==> src/rtl/wht_blk_sched_if.sv <==
// Bus bundle between the WHT block scheduler and its environment: two column
// requesters, the shared WHT core, the response channel and the status flags.
// master = environment side (requesters + core), slave = scheduler side.
interface wht_blk_sched_if #(
  parameter int WIDTH0 = 8,
  parameter int WIDTH2 = 13
);
  // Requester 0 column channel
  logic [4*WIDTH0-1:0] req0_col;
  logic                req0_valid;
  logic                req0_ready;

  // Requester 1 column channel
  logic [4*WIDTH0-1:0] req1_col;
  logic                req1_valid;
  logic                req1_ready;

  // Column stream into the WHT core
  logic [4*WIDTH0-1:0] core_blk_o;
  logic                core_blk_valid_o;

  // Row stream out of the WHT core
  logic [4*WIDTH2-1:0] core_pix_i;
  logic                core_ovalid_i;

  // Response channel back to the owning requester
  logic [4*WIDTH2-1:0] rsp_data;
  logic                rsp_valid;
  logic                rsp_id;
  logic                rsp_last;

  // Status
  logic                busy;
  logic                err_o;
  logic                timeout_o;

  modport master (
    output req0_col, req0_valid,
    input  req0_ready,
    output req1_col, req1_valid,
    input  req1_ready,
    input  core_blk_o, core_blk_valid_o,
    output core_pix_i, core_ovalid_i,
    input  rsp_data, rsp_valid, rsp_id, rsp_last,
    input  busy, err_o, timeout_o
  );

  modport slave (
    input  req0_col, req0_valid,
    output req0_ready,
    input  req1_col, req1_valid,
    output req1_ready,
    output core_blk_o, core_blk_valid_o,
    input  core_pix_i, core_ovalid_i,
    output rsp_data, rsp_valid, rsp_id, rsp_last,
    output busy, err_o, timeout_o
  );
endinterface

==> src/rtl/wht_blk_sched.sv <==
// Round-robin scheduler sharing one 4x4 Walsh-Hadamard core between two
// block requesters. One block (4 columns in, 4 rows out) is in flight at a
// time: IDLE grants, ISSUE forwards 4 contiguous columns to the core, DRAIN
// returns the 4 core rows tagged with the owner's ID.
//
// Optional build macro WHT_SCHED_TIMEOUT_EN: adds a drain watchdog that
// abandons a block when the core stalls for TIMEOUT cycles in DRAIN.
// Without it DRAIN waits indefinitely and timeout_o is constant 0.
module wht_blk_sched #(
  parameter int WIDTH0  = 8,
  parameter int WIDTH2  = 13,
  parameter int TIMEOUT = 64
) (
  input  logic           clk,
  input  logic           rst,
  wht_blk_sched_if.slave bus
);

  localparam int COL_W = 4 * WIDTH0;
  localparam int ROW_W = 4 * WIDTH2;

  typedef enum logic [1:0] {
    S_IDLE  = 2'd0,
    S_ISSUE = 2'd1,
    S_DRAIN = 2'd2
  } state_t;

  state_t             state_q, state_d;

  // Arbitration
  logic               grant_q, grant_d;
  logic               last_grant_q, last_grant_d;

  // Block progress
  logic [1:0]         beat_cnt_q, beat_cnt_d;
  logic [1:0]         row_cnt_q, row_cnt_d;

  // Sticky protocol error
  logic               err_q, err_d;

  // Column register toward the core
  logic [COL_W-1:0]   core_blk_q, core_blk_d;
  logic               core_blk_valid_q, core_blk_valid_d;

  // Response register
  logic [ROW_W-1:0]   rsp_data_q, rsp_data_d;
  logic               rsp_valid_q, rsp_valid_d;
  logic               rsp_id_q, rsp_id_d;
  logic               rsp_last_q, rsp_last_d;

  // Granted-requester view and per-cycle events
  logic               sel_valid;
  logic [COL_W-1:0]   sel_col;
  logic               accept;
  logic               drain_done;
  logic               row_accept;
  logic               wd_fire;

  // Mux the granted requester onto a single column channel
  always_comb begin
    sel_valid = bus.req0_valid;
    sel_col   = bus.req0_col;
    if (grant_q) begin
      sel_valid = bus.req1_valid;
      sel_col   = bus.req1_col;
    end
  end

  // Ready is high for the whole ISSUE state, so valid alone decides acceptance
  assign accept     = (state_q == S_ISSUE) && sel_valid;
  assign row_accept = (state_q == S_DRAIN) && bus.core_ovalid_i && !drain_done;

`ifdef WHT_SCHED_TIMEOUT_EN
  localparam int WD_W = $clog2(TIMEOUT + 1);

  logic [WD_W-1:0] wd_cnt_q, wd_cnt_d;
  logic            timeout_q, timeout_d;

  // DRAIN finishes after the rsp_last beat has been driven or the watchdog fired
  assign drain_done = rsp_last_q || timeout_q;

  assign wd_fire = (state_q == S_DRAIN) && !drain_done && !bus.core_ovalid_i &&
                   (wd_cnt_q == WD_W'(TIMEOUT - 1));

  // Watchdog counts idle DRAIN cycles; any core row restarts it
  always_comb begin
    wd_cnt_d  = '0;
    timeout_d = wd_fire;
    if ((state_q == S_DRAIN) && !drain_done && !bus.core_ovalid_i) begin
      wd_cnt_d = wd_cnt_q + WD_W'(1);
    end
  end

  // Watchdog registers
  always_ff @(posedge clk) begin
    if (rst) begin
      wd_cnt_q  <= '0;
      timeout_q <= 1'b0;
    end else begin
      wd_cnt_q  <= wd_cnt_d;
      timeout_q <= timeout_d;
    end
  end

  assign bus.timeout_o = timeout_q;
`else
  // DRAIN finishes once the rsp_last beat has been driven
  assign drain_done = rsp_last_q;
  assign wd_fire    = 1'b0;
  // No watchdog in this build; the comparison is constant 0 for any legal TIMEOUT
  assign bus.timeout_o = (TIMEOUT < 0);
`endif

  // FSM state register
  always_ff @(posedge clk) begin
    if (rst) begin
      state_q <= S_IDLE;
    end else begin
      state_q <= state_d;
    end
  end

  // FSM next-state logic; no DRAIN->ISSUE bypass, every grant goes through IDLE
  always_comb begin
    state_d = state_q;
    case (state_q)
      S_IDLE: begin
        if (bus.req0_valid || bus.req1_valid) begin
          state_d = S_ISSUE;
        end
      end
      S_ISSUE: begin
        if (accept && (beat_cnt_q == 2'd3)) begin
          state_d = S_DRAIN;
        end
      end
      S_DRAIN: begin
        if (drain_done) begin
          state_d = S_IDLE;
        end
      end
      default: state_d = S_IDLE;
    endcase
  end

  // FSM outputs decoded from the current state
  always_comb begin
    bus.req0_ready = (state_q == S_ISSUE) && !grant_q;
    bus.req1_ready = (state_q == S_ISSUE) && grant_q;
    bus.busy       = (state_q != S_IDLE);
  end

  // Arbitration, beat/row bookkeeping, column and response capture, error flag
  always_comb begin
    grant_d          = grant_q;
    last_grant_d     = last_grant_q;
    beat_cnt_d       = beat_cnt_q;
    row_cnt_d        = row_cnt_q;
    err_d            = err_q;
    core_blk_d       = core_blk_q;
    core_blk_valid_d = 1'b0;
    rsp_data_d       = rsp_data_q;
    rsp_valid_d      = 1'b0;
    rsp_id_d         = rsp_id_q;
    rsp_last_d       = 1'b0;

    case (state_q)
      S_IDLE: begin
        // Counters restart here so an abandoned block leaves nothing behind
        beat_cnt_d = 2'd0;
        row_cnt_d  = 2'd0;
        if (bus.req0_valid && bus.req1_valid) begin
          grant_d      = !last_grant_q;
          last_grant_d = !last_grant_q;
        end else if (bus.req0_valid) begin
          grant_d      = 1'b0;
          last_grant_d = 1'b0;
        end else if (bus.req1_valid) begin
          grant_d      = 1'b1;
          last_grant_d = 1'b1;
        end
      end
      S_ISSUE: begin
        if (accept) begin
          core_blk_d       = sel_col;
          core_blk_valid_d = 1'b1;
          beat_cnt_d       = beat_cnt_q + 2'd1;
        end else if (beat_cnt_q != 2'd0) begin
          // The core needs 4 back-to-back columns; a hole mid-block is fatal
          // to the result but we still finish the block to stay in step
          err_d = 1'b1;
        end
      end
      S_DRAIN: begin
        if (row_accept) begin
          rsp_data_d  = bus.core_pix_i;
          rsp_valid_d = 1'b1;
          rsp_id_d    = grant_q;
          rsp_last_d  = (row_cnt_q == 2'd3);
          row_cnt_d   = row_cnt_q + 2'd1;
        end
      end
      default: ;
    endcase

    // Core rows outside an open DRAIN window are dropped and flagged
    if (bus.core_ovalid_i && !row_accept) begin
      err_d = 1'b1;
    end
    if (wd_fire) begin
      err_d = 1'b1;
    end
  end

  // Control and output registers; everything clears so outputs read 0 after reset
  always_ff @(posedge clk) begin
    if (rst) begin
      grant_q          <= 1'b0;
      last_grant_q     <= 1'b1;
      beat_cnt_q       <= 2'd0;
      row_cnt_q        <= 2'd0;
      err_q            <= 1'b0;
      core_blk_q       <= '0;
      core_blk_valid_q <= 1'b0;
      rsp_data_q       <= '0;
      rsp_valid_q      <= 1'b0;
      rsp_id_q         <= 1'b0;
      rsp_last_q       <= 1'b0;
    end else begin
      grant_q          <= grant_d;
      last_grant_q     <= last_grant_d;
      beat_cnt_q       <= beat_cnt_d;
      row_cnt_q        <= row_cnt_d;
      err_q            <= err_d;
      core_blk_q       <= core_blk_d;
      core_blk_valid_q <= core_blk_valid_d;
      rsp_data_q       <= rsp_data_d;
      rsp_valid_q      <= rsp_valid_d;
      rsp_id_q         <= rsp_id_d;
      rsp_last_q       <= rsp_last_d;
    end
  end

  assign bus.core_blk_o       = core_blk_q;
  assign bus.core_blk_valid_o = core_blk_valid_q;
  assign bus.rsp_data         = rsp_data_q;
  assign bus.rsp_valid        = rsp_valid_q;
  assign bus.rsp_id           = rsp_id_q;
  assign bus.rsp_last         = rsp_last_q;
  assign bus.err_o            = err_q;

endmodule

==> src/flat_wrapper.sv <==
// flat-port wrapper written by rule: the top's interface ports become plain ports
module wht_blk_sched_flat 
#(
  parameter int WIDTH0  = 8,
  parameter int WIDTH2  = 13,
  parameter int TIMEOUT = 64
)
  (clk, rst, bus_req0_col, bus_req0_valid, bus_req0_ready, bus_req1_col, bus_req1_valid, bus_req1_ready, bus_core_blk_o, bus_core_blk_valid_o, bus_core_pix_i, bus_core_ovalid_i, bus_rsp_data, bus_rsp_valid, bus_rsp_id, bus_rsp_last, bus_busy, bus_err_o, bus_timeout_o);
  wht_blk_sched_if #(.WIDTH0(WIDTH0), .WIDTH2(WIDTH2)) bus_i ();
  input  logic clk;
  input  logic rst;
  input wire logic [$bits(bus_i.req0_col)-1:0] bus_req0_col;
  input wire logic [$bits(bus_i.req0_valid)-1:0] bus_req0_valid;
  output wire logic [$bits(bus_i.req0_ready)-1:0] bus_req0_ready;
  input wire logic [$bits(bus_i.req1_col)-1:0] bus_req1_col;
  input wire logic [$bits(bus_i.req1_valid)-1:0] bus_req1_valid;
  output wire logic [$bits(bus_i.req1_ready)-1:0] bus_req1_ready;
  output wire logic [$bits(bus_i.core_blk_o)-1:0] bus_core_blk_o;
  output wire logic [$bits(bus_i.core_blk_valid_o)-1:0] bus_core_blk_valid_o;
  input wire logic [$bits(bus_i.core_pix_i)-1:0] bus_core_pix_i;
  input wire logic [$bits(bus_i.core_ovalid_i)-1:0] bus_core_ovalid_i;
  output wire logic [$bits(bus_i.rsp_data)-1:0] bus_rsp_data;
  output wire logic [$bits(bus_i.rsp_valid)-1:0] bus_rsp_valid;
  output wire logic [$bits(bus_i.rsp_id)-1:0] bus_rsp_id;
  output wire logic [$bits(bus_i.rsp_last)-1:0] bus_rsp_last;
  output wire logic [$bits(bus_i.busy)-1:0] bus_busy;
  output wire logic [$bits(bus_i.err_o)-1:0] bus_err_o;
  output wire logic [$bits(bus_i.timeout_o)-1:0] bus_timeout_o;
  assign bus_i.req0_col = bus_req0_col;
  assign bus_i.req0_valid = bus_req0_valid;
  assign bus_req0_ready = bus_i.req0_ready;
  assign bus_i.req1_col = bus_req1_col;
  assign bus_i.req1_valid = bus_req1_valid;
  assign bus_req1_ready = bus_i.req1_ready;
  assign bus_core_blk_o = bus_i.core_blk_o;
  assign bus_core_blk_valid_o = bus_i.core_blk_valid_o;
  assign bus_i.core_pix_i = bus_core_pix_i;
  assign bus_i.core_ovalid_i = bus_core_ovalid_i;
  assign bus_rsp_data = bus_i.rsp_data;
  assign bus_rsp_valid = bus_i.rsp_valid;
  assign bus_rsp_id = bus_i.rsp_id;
  assign bus_rsp_last = bus_i.rsp_last;
  assign bus_busy = bus_i.busy;
  assign bus_err_o = bus_i.err_o;
  assign bus_timeout_o = bus_i.timeout_o;
  wht_blk_sched #(.WIDTH0(WIDTH0), .WIDTH2(WIDTH2), .TIMEOUT(TIMEOUT)) u_core (.clk(clk), .rst(rst), .bus(bus_i));
endmodule
==> config.mk <==
export PLATFORM = sky130hd
export DESIGN_NAME = wht_blk_sched_flat
export DESIGN_NICKNAME = d
export VERILOG_FILES = /design/src/rtl/wht_blk_sched_if.sv /design/src/rtl/wht_blk_sched.sv /design/src/flat_wrapper.sv
export SDC_FILE = /design/constraint.sdc
export NUM_CORES = 1
export LEC_CHECK = 0
export CORE_MARGIN = 4
export CORE_UTILIZATION = 27
export CTS_BUF_LIST = sky130_fd_sc_hd__clkbuf_4
export CTS_CLUSTER_SIZE = 8
export DETAILED_ROUTE_END_ITERATION = 16
export PLACE_DENSITY = 0.61
export SYNTH_ARGS = -nofsm -noshare
export SYNTH_HDL_FRONTEND = slang
export SYNTH_SLANG_ARGS = --single-unit
==> constraint.sdc <==
create_clock -name clk -period 2.8 [get_ports clk]
set_input_delay 0.84 -clock clk [delete_from_list [all_inputs] [get_ports clk]]
set_output_delay 0.84 -clock clk [all_outputs]
set_load 0.05 [all_outputs]
# After elaboration in Yosys (flattened, before gate mapping)

Index checks and enable logic that the tools add are counted.

Register bits after elaboration: 97
Input bits: 121

$add $sub $neg: 2
Eq/ne operators: 10
Muxes and demuxes: 19
Bitwise operators: 3
Reduce and logical (&&, ||, !) cells: 31

Operators with widths:

| operator                                              | number |
|---|---|
| 2-to-1 mux 32 bit                                     | 1 |
| nonzero test 2 bit                                    | 6 |
| 2-to-1 mux 1 bit                                      | 10 |
| 2-to-1 mux 2 bit                                      | 5 |
| inequality test 2 x 1 -> 1 bit, second input constant | 5 |
| AND reduction 2 bit                                   | 5 |
| logical AND 1 bit                                     | 8 |
| case mux 2 bit (2 select lines)                       | 2 |
| equality test 2 bit, second input constant            | 3 |
| case mux 2 bit (3 select lines)                       | 1 |
| AND reduction 3 bit                                   | 2 |
| adder 2 x 1 -> 2 bit, second input constant           | 2 |
| zero test 1 bit                                       | 4 |
| OR reduction 2 bit                                    | 2 |
| NOT 1 bit                                             | 3 |
| nonzero test 3 bit                                    | 1 |
| OR reduction 3 bit                                    | 1 |
| equality test 2 x 1 -> 1 bit, second input constant   | 1 |
| zero test 2 bit                                       | 1 |
| inequality test 2 bit, second input constant          | 1 |
| logical OR 1 bit                                      | 1 |

# Longest topological paths before layout

Word-level depth: 7
Mapped depth: 6
Gate-level depth less buffers: 4

# Worst setup path before layout

Ideal clock, no wire load.

Path kind: reg-to-output
From: reg u_core.state_q[1]
To: out bus_req0_ready
Data arrival time: 1.312 ns
Data required time: 1.960 ns
Slack: 0.648 ns
Stages on the path, launching flop included: 4
Path buffers: 1
Path through: dfxtp_1 > buf_2 > nand2b_1 > nor2_1

Longest elaborated chain between the ends: 2

Ends and longest elaborated chain:

| item                         | line                 | text |
|---|---|---|
| from (decl)                  | wht_blk_sched.sv:28  | `state_t state_q, state_d;` |
| from (signal assigned)       | wht_blk_sched.sv:119 | `state_q <= state_d;` |
| equality test 2 x 1 -> 1 bit | wht_blk_sched.sv:148 | `bus.req0_ready = (state_q == S_ISSUE) && !grant_q;` |
| logical AND 1 bit            | wht_blk_sched.sv:148 |  |
| to (decl)                    | flat_wrapper.sv:14   | `output wire logic [$bits(bus_i.req0_ready)-1:0] bus_req0_ready;` |

No other way between the ends.

# Worst setup path after layout

From: reg u_core.rsp_last_q, in the netlist u_core.bus.rsp_last
To: out bus_rsp_last

RTL lines:

| item                   | line                 | text |
|---|---|---|
| from (decl)            | wht_blk_sched.sv:49  | `logic rsp_last_q, rsp_last_d;` |
| from (signal assigned) | wht_blk_sched.sv:240 | `rsp_last_q <= rsp_last_d;` |
| to (decl)              | flat_wrapper.sv:25   | `output wire logic [$bits(bus_i.rsp_last)-1:0] bus_rsp_last;` |

No word-level cell between the ends.

==> results by group <==
Route
  – Final WL: 12.2 mm
  – Highest metal used: met4
  – Routed length on met1: 5.03 mm
  – Remaining DRCs: 0
  – DR vias: 3815
  – Drt wl/cell: 14.8 µm
  – Iter 0 DRT Violations: 97
  – Met2 wire length: 5.62 mm
  – DR WL met3: 1.24 mm
  – Antenna Violating Nets Remaining: 0
  – Vias/cell: 4.64
  – DR pass1 iterations: 4

Critical path
  – Arr. time, crit path: 1740 ps
  – FF-to-FF End: u_core.bus.core_blk_o[20]$_SDFFE_PP0P_
  – CP delay by family, top: buffers and inverters
  – Req. time, crit path: 1960 ps
  – Reg-to-reg setup timing slack: 1210 ps
  – CP Class: reg2out
  – Worst Reg-to-Reg Cells: 3
  – Crit-path cells: clkdlybuf4s50_1
  – CP Buf/Inv Count: 1
  – CP max-delay cell: clkdlybuf4s50_1
  – Critical R2R Launch: u_core.grant_q$_SDFFE_PP0P_
  – Largest stage delay on the critical path: 880 ps
  – Crit path max fanout: 5
  – Crit end category: output port
  – Critical Path Start Type: register

Clock network
  – CTS buffer count: 9
  – Post-CTS Resized: 0
  – Cts hold-fix bufs: 0
  – Clk_lat worst skew: 450 ps
  – Worst-path clk slew: 140 ps
  – Post-CTS Setup Repair Bufs: 0
  – Sink Count: 97
  – Clock root cell: clkbuf_4
  – Bufs on Longest Clock Path: 2
  – H-tree Lvls: 3
  – TritonCTS clock tree: done

Power
  – Clock Power Share: 30.3%
  – P_leak: 2.12 nW
  – Pint: 2.16 mW
  – NetSw: 0.804 mW
  – VDD IR max: 175 µV
  – PD cells: 468 nW/µm²
  – Share of power burned in registers: 49.1%
  – Combinational power share: 20.6%
  – Total power: 2.96 mW
  – Switching share of total power: 27.1%

Finish
  – Ant diodes: 0
  – Fillers: 1447
  – P&R area growth vs syn: 58.2%
  – Layout Nets: 758
  – Share of cells above drive strength 1: 7.21%
  – Count of non-filler cells in the finished layout: 822

Hold path
  – Hold path depth: 2
  – Worst min-delay path startpoint: u_core.bus.rsp_data[51]$_SDFFE_PP0P_
  – Hold worst-path end: u_core.bus.rsp_data[51]$_SDFFE_PP0P_
  – Worst min path class: reg2reg

Placement
  – Routability Congestion: 0.748
  – Dpl cells: 807
  – Port buffer count: 212
  – DP HPWL: 8.94 mm

Global routing
  – Gr ovfl total: 0
  – Initial antenna violation count: 0
  – Global Route Usage Sum: 14.0%
  – Global-route wire length before repair: 18.9 mm
  – Largest net degree at the start of global routing: 57
  – Vias in the first global route: 3897

Floorplan
  – I/O Pins: 214
  – Core area: 14500 µm²
  – Initial Util: 27.6%
  – Die area: 16800 µm²
  – Die width: 130 µm
  – Die height: 130 µm
  – FP Rows: 44

Synthesis
  – Synth warn: 0
  – Sequential fraction of the synthesis area: 48.5%
  – Top post-synthesis cells by area: dfxtp_1 48%, a21oi_1 11%, nand2_1 10%, mux2i_1 8.0%, a211oi_1 3.9%
  – Syn Nets: 566
  – Cell variety after synth: 35
  – Syn Std Cell Area: 4010 µm²
  – Post-Synthesis Cells: 442
  – Share of the synthesized area in the top cell type: 48.5%
  – Syn_area_per_cell: 9.06 µm²
  – Leading area contributor after synthesis: dfxtp_1
  – Yosys reg bits: 97

Timing
  – Max-slew violation count: 0
  – Setup TNS: 0 ps
  – RSZ-0062 raised after global routing: false
  – Fin crit period: 2580 ps
  – Clk_skew: 28.6 ps
  – F_max: 387 MHz
  – Slew headroom: 57.5%
  – # setup viols final: 0
  – Slew @ Worst Pin: 637 ps
  – Final period util: 92.2%
  – Final count of hold timing violations: 0

Run
  – Max Cap Viol: 0

Run status
  – Status: complete, no violations
-- logic make-up (layout without fill, tap and decap cells) --
family	Yosys count	in the layout	synth area share (%)
AO/OA/AOI/OAI	127	127	19.8
adder cells (fa/ha/maj)	3	3	0.937
buffers and inverters	45	241	7.56
flip-flops	97	97	48.5
multiplexers	34	34	8.93
other	1	1	0.0936
AND/OR/NAND/NOR	135	135	14.2
-- synth_stat cells (all sizes together) --
| library cell | count |
|---|---|
| clkbuf | 10 |
| inv | 5 |
| and2 | 1 |
| nor2 | 6 |
| nand2 | 112 |
| nand4bb | 1 |
| nor4 | 1 |
| o41ai | 1 |
| conb | 1 |
| or3b | 1 |
| o211ai | 2 |
| ha | 3 |
| mux2 | 1 |
| o32ai | 1 |
| and3 | 2 |
| mux2i | 33 |
| nand2b | 2 |
| a31oi | 3 |
| nand3 | 3 |
| buf | 30 |
| nor3 | 2 |
| dfxtp | 97 |
| o21a | 1 |
| a32oi | 1 |
| nand4 | 1 |
| a211oi | 32 |
| a21oi | 86 |
| nor3b | 1 |
| nor2b | 1 |
| and4bb | 1 |
-- cells in the final DEF (no fill, tap or decap), types with 2 or more instances in the layout --
cell type and instances:
a21oi_1 86, nand3_1 3, buf_4 11, nor2_1 5
nand2_1 112, mux2i_1 32, bufinv_16 3, buf_12 2
a211oi_2 11, and3_1 2, o211ai_1 2, clkbuf_4 9
a31oi_1 3, dfxtp_1 96, a211oi_1 21, nand2b_1 2
nor3_1 2, ha_1 3, inv_1 5, clkdlybuf4s50_1 208
-- final cells by class --
| cell class | instances | area [µm²] | share of cell area [%] |
|---|---|---|---|
| Tap cell | 184 | 230 | 3.63 |
| Sequential cell | 97 | 1940 | 30.7 |
| Clock inverter | 6 | 108 | 1.70 |
| Clock buffer | 9 | 67.6 | 1.07 |
| Timing Repair Buffer | 221 | 2200 | 34.8 |
| Multi-Input combinational cell | 300 | 1770 | 27.9 |
| Inverter | 5 | 18.8 | 0.296 |
-- sequential cells by signal (all words and copies together) (netlist names) --
name and count:
u_core.bus.err_o 1, u_core.bus.core_blk_valid_o 1, u_core.beat_cnt_q 2, u_core.bus.rsp_valid 1, u_core.bus.rsp_id 1, u_core.row_cnt_q 2
u_core.bus.rsp_last 1, u_core.grant_q 1, u_core.last_grant_q 1, u_core.bus.core_blk_o 32, u_core.bus.rsp_data 52, u_core.state_q 2
-- metrics by stage --
step | hold slack, ps | setup slack, ps | util (%) | cell area (µm²)
after detailed placement | 446 | 421 | 42.4 | 6160
final | 462 | 219 | 43.6 | 6340
after global placement | 442 | 413 | 42.4 | 6160
after global routing | 486 | 115 | 43.6 | 6340
after CTS | 465 | 153 | 43.6 | 6340
after floorplan | 452 | 648 | - | 4010
-- layer usage --
| metal | vias to the layer above | GRT usage [%] |
|---|---|---|
| li1 | 1902 | - |
| met1 | 1731 | 16.3 |
| met2 | 162 | 23.2 |
| met3 | 20 | 5.12 |
| met4 | 0 | 6.36 |
| met5 | - | 0 |
-- power by group through the flow --
stage                     clock (mW)  combinational [mW]  sequential [mW]
after floorplan                    0               0.207             1.61
after global placement             0               0.610             1.48
after detailed placement           0               0.615             1.48
after CTS                      0.949               0.618             1.46
after global routing           0.995               0.653             1.46
final                          0.899               0.611             1.45
-- worst max path at each step --
stage,from,endpoint,slack (ps),cells past startpoint
2_1_floorplan,u_core.state_q[1]$_SDFFE_PP0P_,bus_req0_ready,650,3
3_5_place_dp,bus_req1_valid,u_core.bus.core_blk_o[24]$_SDFFE_PP0P_,420,4
6_report,u_core.bus.rsp_last$_SDFF_PP0_,bus_rsp_last,220,1
5_1_grt,u_core.bus.rsp_last$_SDFF_PP0_,bus_rsp_last,110,1
4_1_cts,u_core.bus.rsp_last$_SDFF_PP0_,bus_rsp_last,150,1
3_3_place_gp,bus_req0_valid,u_core.state_q[0]$_SDFFE_PP0P_,410,4
Power figures use the tool's default switching activity.
